<file path="src/rtl/byte_serializer.sv">
// Parallel-to-serial stage: WIDTH-bit words in over valid/ready, one bit per clock out, LSB first.
// A one-word holding register lets consecutive words stream with no idle bit between them.
//
// state | meaning
// IDLE  | nothing being shifted; o_a and o_frame held low
// SHIFT | sh_q[0] is on o_a; cnt_q is the index of the bit being sent
module byte_serializer #(
  parameter int WIDTH = 8
) (
  input  logic             i_clk,
  input  logic             i_rst_n,
  input  logic [WIDTH-1:0] i_data,
  input  logic             i_valid,
  output logic             o_ready,
  output logic             o_a,
  output logic             o_frame,
  output logic             o_busy
);

  localparam int CW = $clog2(WIDTH);
  localparam logic [CW-1:0] LAST = CW'(WIDTH - 1);

  typedef enum logic {
    IDLE  = 1'b0,
    SHIFT = 1'b1
  } state_t;

  state_t           state_q, state_d;
  logic [WIDTH-1:0] hold_q, hold_d;
  logic             hold_v_q, hold_v_d;
  logic [WIDTH-1:0] sh_q, sh_d;
  logic [CW-1:0]    cnt_q, cnt_d;
  logic             accept;

  assign accept = i_valid & o_ready;

  // Accept needs an empty hold register and a load needs a full one, so they never collide.
  always_comb begin
    state_d  = state_q;
    hold_d   = hold_q;
    hold_v_d = hold_v_q;
    sh_d     = sh_q;
    cnt_d    = cnt_q;

    if (accept) begin
      hold_d   = i_data;
      hold_v_d = 1'b1;
    end

    case (state_q)
      IDLE: begin
        if (hold_v_q) begin
          sh_d     = hold_q;
          cnt_d    = '0;
          hold_v_d = 1'b0;
          state_d  = SHIFT;
        end
      end
      SHIFT: begin
        if (cnt_q != LAST) begin
          sh_d  = sh_q >> 1;
          cnt_d = cnt_q + CW'(1);
        end else if (hold_v_q) begin
          sh_d     = hold_q;
          cnt_d    = '0;
          hold_v_d = 1'b0;
        end else begin
          cnt_d   = '0;
          state_d = IDLE;
        end
      end
      default: state_d = IDLE;
    endcase
  end

  always_ff @(posedge i_clk or negedge i_rst_n) begin
    if (!i_rst_n) begin
      state_q  <= IDLE;
      hold_q   <= '0;
      hold_v_q <= 1'b0;
      sh_q     <= '0;
      cnt_q    <= '0;
    end else begin
      state_q  <= state_d;
      hold_q   <= hold_d;
      hold_v_q <= hold_v_d;
      sh_q     <= sh_d;
      cnt_q    <= cnt_d;
    end
  end

  // Outputs decode directly from flops so reset clears them without waiting for a clock.
  assign o_ready = i_rst_n & ~hold_v_q;
  assign o_a     = (state_q == SHIFT) & sh_q[0];
  assign o_frame = (state_q == SHIFT) & (cnt_q == '0);
  assign o_busy  = (state_q == SHIFT) | hold_v_q;

endmodule

</file>
<file path="config.mk">
export PLATFORM = sky130hd
export DESIGN_NAME = byte_serializer
export DESIGN_NICKNAME = d
export VERILOG_FILES = /design/src/rtl/byte_serializer.sv
export SDC_FILE = /design/constraint.sdc
export NUM_CORES = 1
export LEC_CHECK = 0
export ABC_AREA = 1
export BUFFER_PORTS_ARGS = -buffer_cell sky130_fd_sc_hd__buf_2
export CORE_MARGIN = 10
export CORE_UTILIZATION = 45
export CTS_CLUSTER_DIAMETER = 30
export DETAILED_ROUTE_END_ITERATION = 16
export GPL_TIMING_DRIVEN = 0
export SLEW_MARGIN = 20
export SYNTH_ARGS = -nofsm -noshare
export SYNTH_HDL_FRONTEND = slang
export SYNTH_SLANG_ARGS = --single-unit
</file>
<file path="constraint.sdc">
create_clock -name i_clk -period 2.2 [get_ports i_clk]
set_input_delay 0.44 -clock i_clk [delete_from_list [all_inputs] [get_ports i_clk]]
set_output_delay 0.44 -clock i_clk [all_outputs]
set_load 0.005 [all_outputs]
</file>
After elaboration in Yosys (flattened, before gate mapping)
Index checks and enable logic that the tools add are counted.
- bits of input ports: 11
- word-level logic and storage cells: 29
- register bits after elaboration: 21
- output and inout port bits: 4
- eq/ne operators: 2
- bitwise gates (word level): 7
- muxes and demuxes: 13
- reduce and logical (&&, ||, !) cells: 1
- $add $sub $neg: 1
- operators with widths (kind ; number):
    8-bit two-way mux ; 2
    8-bit case mux with 2 select lines ; 1
    3-bit two-way mux ; 2
    3-bit case mux with 2 select lines ; 1
    1-bit two-way mux ; 5
    1-bit bitwise AND ; 4
    1-bit case mux with 2 select lines ; 2
    3-bit by 1-bit adder with 3-bit output, second input constant ; 1
    3-bit logical NOT ; 1
    3-bit inequality test, second input constant ; 1
    2-bit inequality test, second input constant ; 1
    1-bit inverter ; 2
    1-bit OR ; 1

Logic depth before layout (Yosys ltp)
- depth after elaboration: 7
- mapped depth: 7

Worst setup path before layout
Ideal clock, no wire load.
- path kind: register -> register
- start point: register cnt_q[0]
- end point: register sh_q[0]
- buffers on the path: 1
- data required time: 2083 ps
- period minus slack after synthesis: 1206 ps
- cell stages (with the launch flop): 8
- arrival time: 1089 ps
- slack: 994 ps
- cells stage by stage: dfrtp_1 -> ha_1 -> ha_1 -> inv_1 -> nand2_2 -> buf_6 -> nand3_1 -> nand2_1
- cells in the longest elaborated chain, start to end: 3
- RTL lines (what ; RTL line ; source):
    start: declaration ; 32 ; logic [CW-1:0] cnt_q, cnt_d;
    start signal: assignment ; 88 ; cnt_q <= cnt_d;
    3-bit inequality test ; 60 ; if (cnt_q != LAST) begin
    8-bit two-way mux ; 60 ;
    8-bit case mux with 2 select lines ; 50 ; case (state_q)
    via sh_d[0] ; 31 ; logic [WIDTH-1:0] sh_q, sh_d;
    end signal: assignment ; 81 ; sh_q <= '0;
    end signal: assignment ; 87 ; sh_q <= sh_d;
    end: declaration ; 31 ;
The timed path passes the listed nets, and every way through them passes these cells.
A chain may end at the register's enable or synchronous reset.

Worst setup path after layout
- start point: input port i_rst_n
- end point: output port o_ready
- cells in the longest elaborated chain, start to end: 1
- RTL lines (what ; RTL line ; source):
    start: declaration ; 11 ; input logic i_rst_n,
    1-bit bitwise AND ; 93 ; assign o_ready = i_rst_n & ~hold_v_q;
    end: declaration ; 14 ; output logic o_ready,
Every way passes these cells.

==> flow_metrics.tcl <==
set metrics [dict create \
    syn_area_per_cell_sq_um 8.27 \
    cp.arrival_ps 1340 \
    register_area_sq_um 526 \
    holdWs_ps 84.6 \
    r2r_start "cnt_q[0]$_DFFE_PN0P_" \
    finalHoldViolCount 0 \
    yosysSeqAreaShare_pct 48.2 \
    syn2layout_area_growth_pct 11.6 \
    cts_tree "yes" \
    drt_iter0_markers 38 \
    finalSetupViolCount 0 \
    hp-class "in -> async" \
    rsz0062_at_grt "no" \
    place_area_sq_mm 0.00119 \
    grt_first_pass_wirelength_um 3780 \
    ys_seq_elements 21 \
    critPathRequiredTime_ps 1760 \
    clock_path_buffers 2 \
    grt_overflow 0 \
    multiInputGateArea_sq_um 419 \
    synthDistinctLibCells 16 \
    critical_path_class "in -> out" \
    skew_ps 1.34 \
    grt_pass1_vias 870 \
    antenna_found_initial 0 \
    critPathCaptureType "output pin" \
    power_density_mw_per_mm2 1350 \
    die-area_sq_mm 0.00479 \
    synth_warnings 0 \
    fillCellCount 243 \
    synth_cells 132 \
    ant_nets 0 \
    io_buffer_count 13 \
    layout_common_cells "48 x nand2_1, 21 x inv_1, 21 x dfrtp_1" \
    layout-drive-gt1-share_pct 21.5 \
    post_synth_instance_area_sq_mm 0.00109 \
    syn-num-nets 147 \
    diodes 0 \
    crit_end "o_ready" \
    start_kind "input port" \
    finalNetCount 165 \
    rrSetupSlack_ps 880 \
    design_area_sq_mm 0.00122 \
    core-area_sq_mm 0.00225 \
    cts_setup_buffers 0 \
    layout_commonest_cell "nand2_1" \
    num_vias 833 \
    post-route-period-util_pct 81.0 \
    tns_ps 0 \
    utilization_pct 54.0 \
    maxCapViolCount 0 \
    grtUsageTotal_pct 9.15 \
    r2r-end "sh_q[6]$_DFF_PN0_" \
    start_util_pct 48.4 \
    maxSlewViolCount 0 \
    min_period_ps 1780 \
    num_io_pins 15 \
    drc 0 \
    startpoint "i_rst_n" \
    dieWidth_um 69.2 \
    p_leak_uw 0.000701 \
    cts_resized 0 \
    tightest_slew_ps 487 \
    grt_max_degree 23 \
    clockRootBuffer "clkbuf_4" \
    clkLatencyLatePin_ps 300 \
    die_height_um 69.2 \
    num_rows 17 \
    htree_levels 1 \
    peakVddDrop_uv 714 \
    cts_buffers 3 \
    totalWireLength_um 2040 \
    clkSinkCount 21 \
    clock.fmax_ghz 0.561 \
    dr.pass1.iters 4 \
    dp_hpwl_um 1530 \
    routedWlPerCell_um 11.5 \
    relSlewSlack_pct 67.5 \
    viasPerCell 4.71 \
    rr_worst_depth 7 \
    postCtsHoldBufs 0 \
    clk_pin_slew_ps 110 \
    status "finished clean" \
    gp_congestion 0.740 \
    cp_max_fo 22 \
]
## layer usage
metal  up-vias  track usage, %  part of all wire (%)
met2        11            14.2                    47
li1        440               -                     -
met1       380            10.9                    48
met4         0            3.99                  0.88
met5         -               0                     0
met3         2            3.42                   4.3
## state kept, by name (all words and copies together), names as in the netlist
signal	flops
cnt_q	3
hold_q	8
hold_v_q	1
sh_q	8
state_q	1
## critical path, stage by stage
cell and delay, ps:
buf_2 400, buf_4 260, inv_1 50, nor2_1 70, buf_2 110
## synth_stat cells
library cell / count / area [sq um]
inv_1: 21 / 78.8
dfrtp_1: 21 / 526
nand3_2: 2 / 20.0
nand2_4: 1 / 11.3
nand2_1: 48 / 180
buf_2: 1 / 5.00
inv_4: 1 / 6.26
buf_4: 1 / 7.51
clkinv_1: 1 / 3.75
nor2_1: 4 / 15.0
ha_1: 4 / 50.1
nand3_1: 9 / 45.0
buf_6: 4 / 45.0
nand2_2: 2 / 12.5
o21ai_2: 4 / 35.0
nand4_1: 8 / 50.1
## cell type report
class | instances | area share, %
plain buffers | 6 | 4.73
clock buffers | 4 | 2.16
inverters | 23 | 7.30
multi-input cells | 82 | 34.4
flip-flops and latches | 21 | 43.2
well taps | 28 | 2.88
repair buffers | 13 | 5.34
## kinds of logic after synthesis
kind of cell,after synthesis,synth area share [%]
buffers and inverters,29,13.4
and+or+nand+nor,74,30.6
adders and majority gates,4,4.59
AOI/OAI and AO/OA,4,3.21
DFF,21,48.2
## power by group
group          switching [uW]  internal [uW]
clock network             114           70.6
registers                 105            560
logic                     466            326
total                     686            957
## worst min path at each step
stage / end / slack, ps / cells after the start
2_1_floorplan: cnt_q[0]$_DFFE_PN0P_ / 140 / 0
3_3_place_gp: cnt_q[0]$_DFFE_PN0P_ / 430 / 1
3_5_place_dp: cnt_q[0]$_DFFE_PN0P_ / 440 / 1
4_1_cts: sh_q[2]$_DFF_PN0_ / 100 / 1
5_1_grt: cnt_q[0]$_DFFE_PN0P_ / 90 / 1
6_report: cnt_q[0]$_DFFE_PN0P_ / 80 / 1
## stage by stage
| stage | cells | setup WS [ps] | power [uW] |
|---|---|---|---|
| after floorplan | 132 | 994 | 1290 |
| after global placement | 173 | 402 | 1460 |
| after detailed placement | 173 | 377 | 1490 |
| after CTS | 177 | 372 | 1670 |
| after global routing | 177 | 259 | 1830 |
| final | 177 | 417 | 1640 |
Power figures use the tool's default switching activity.
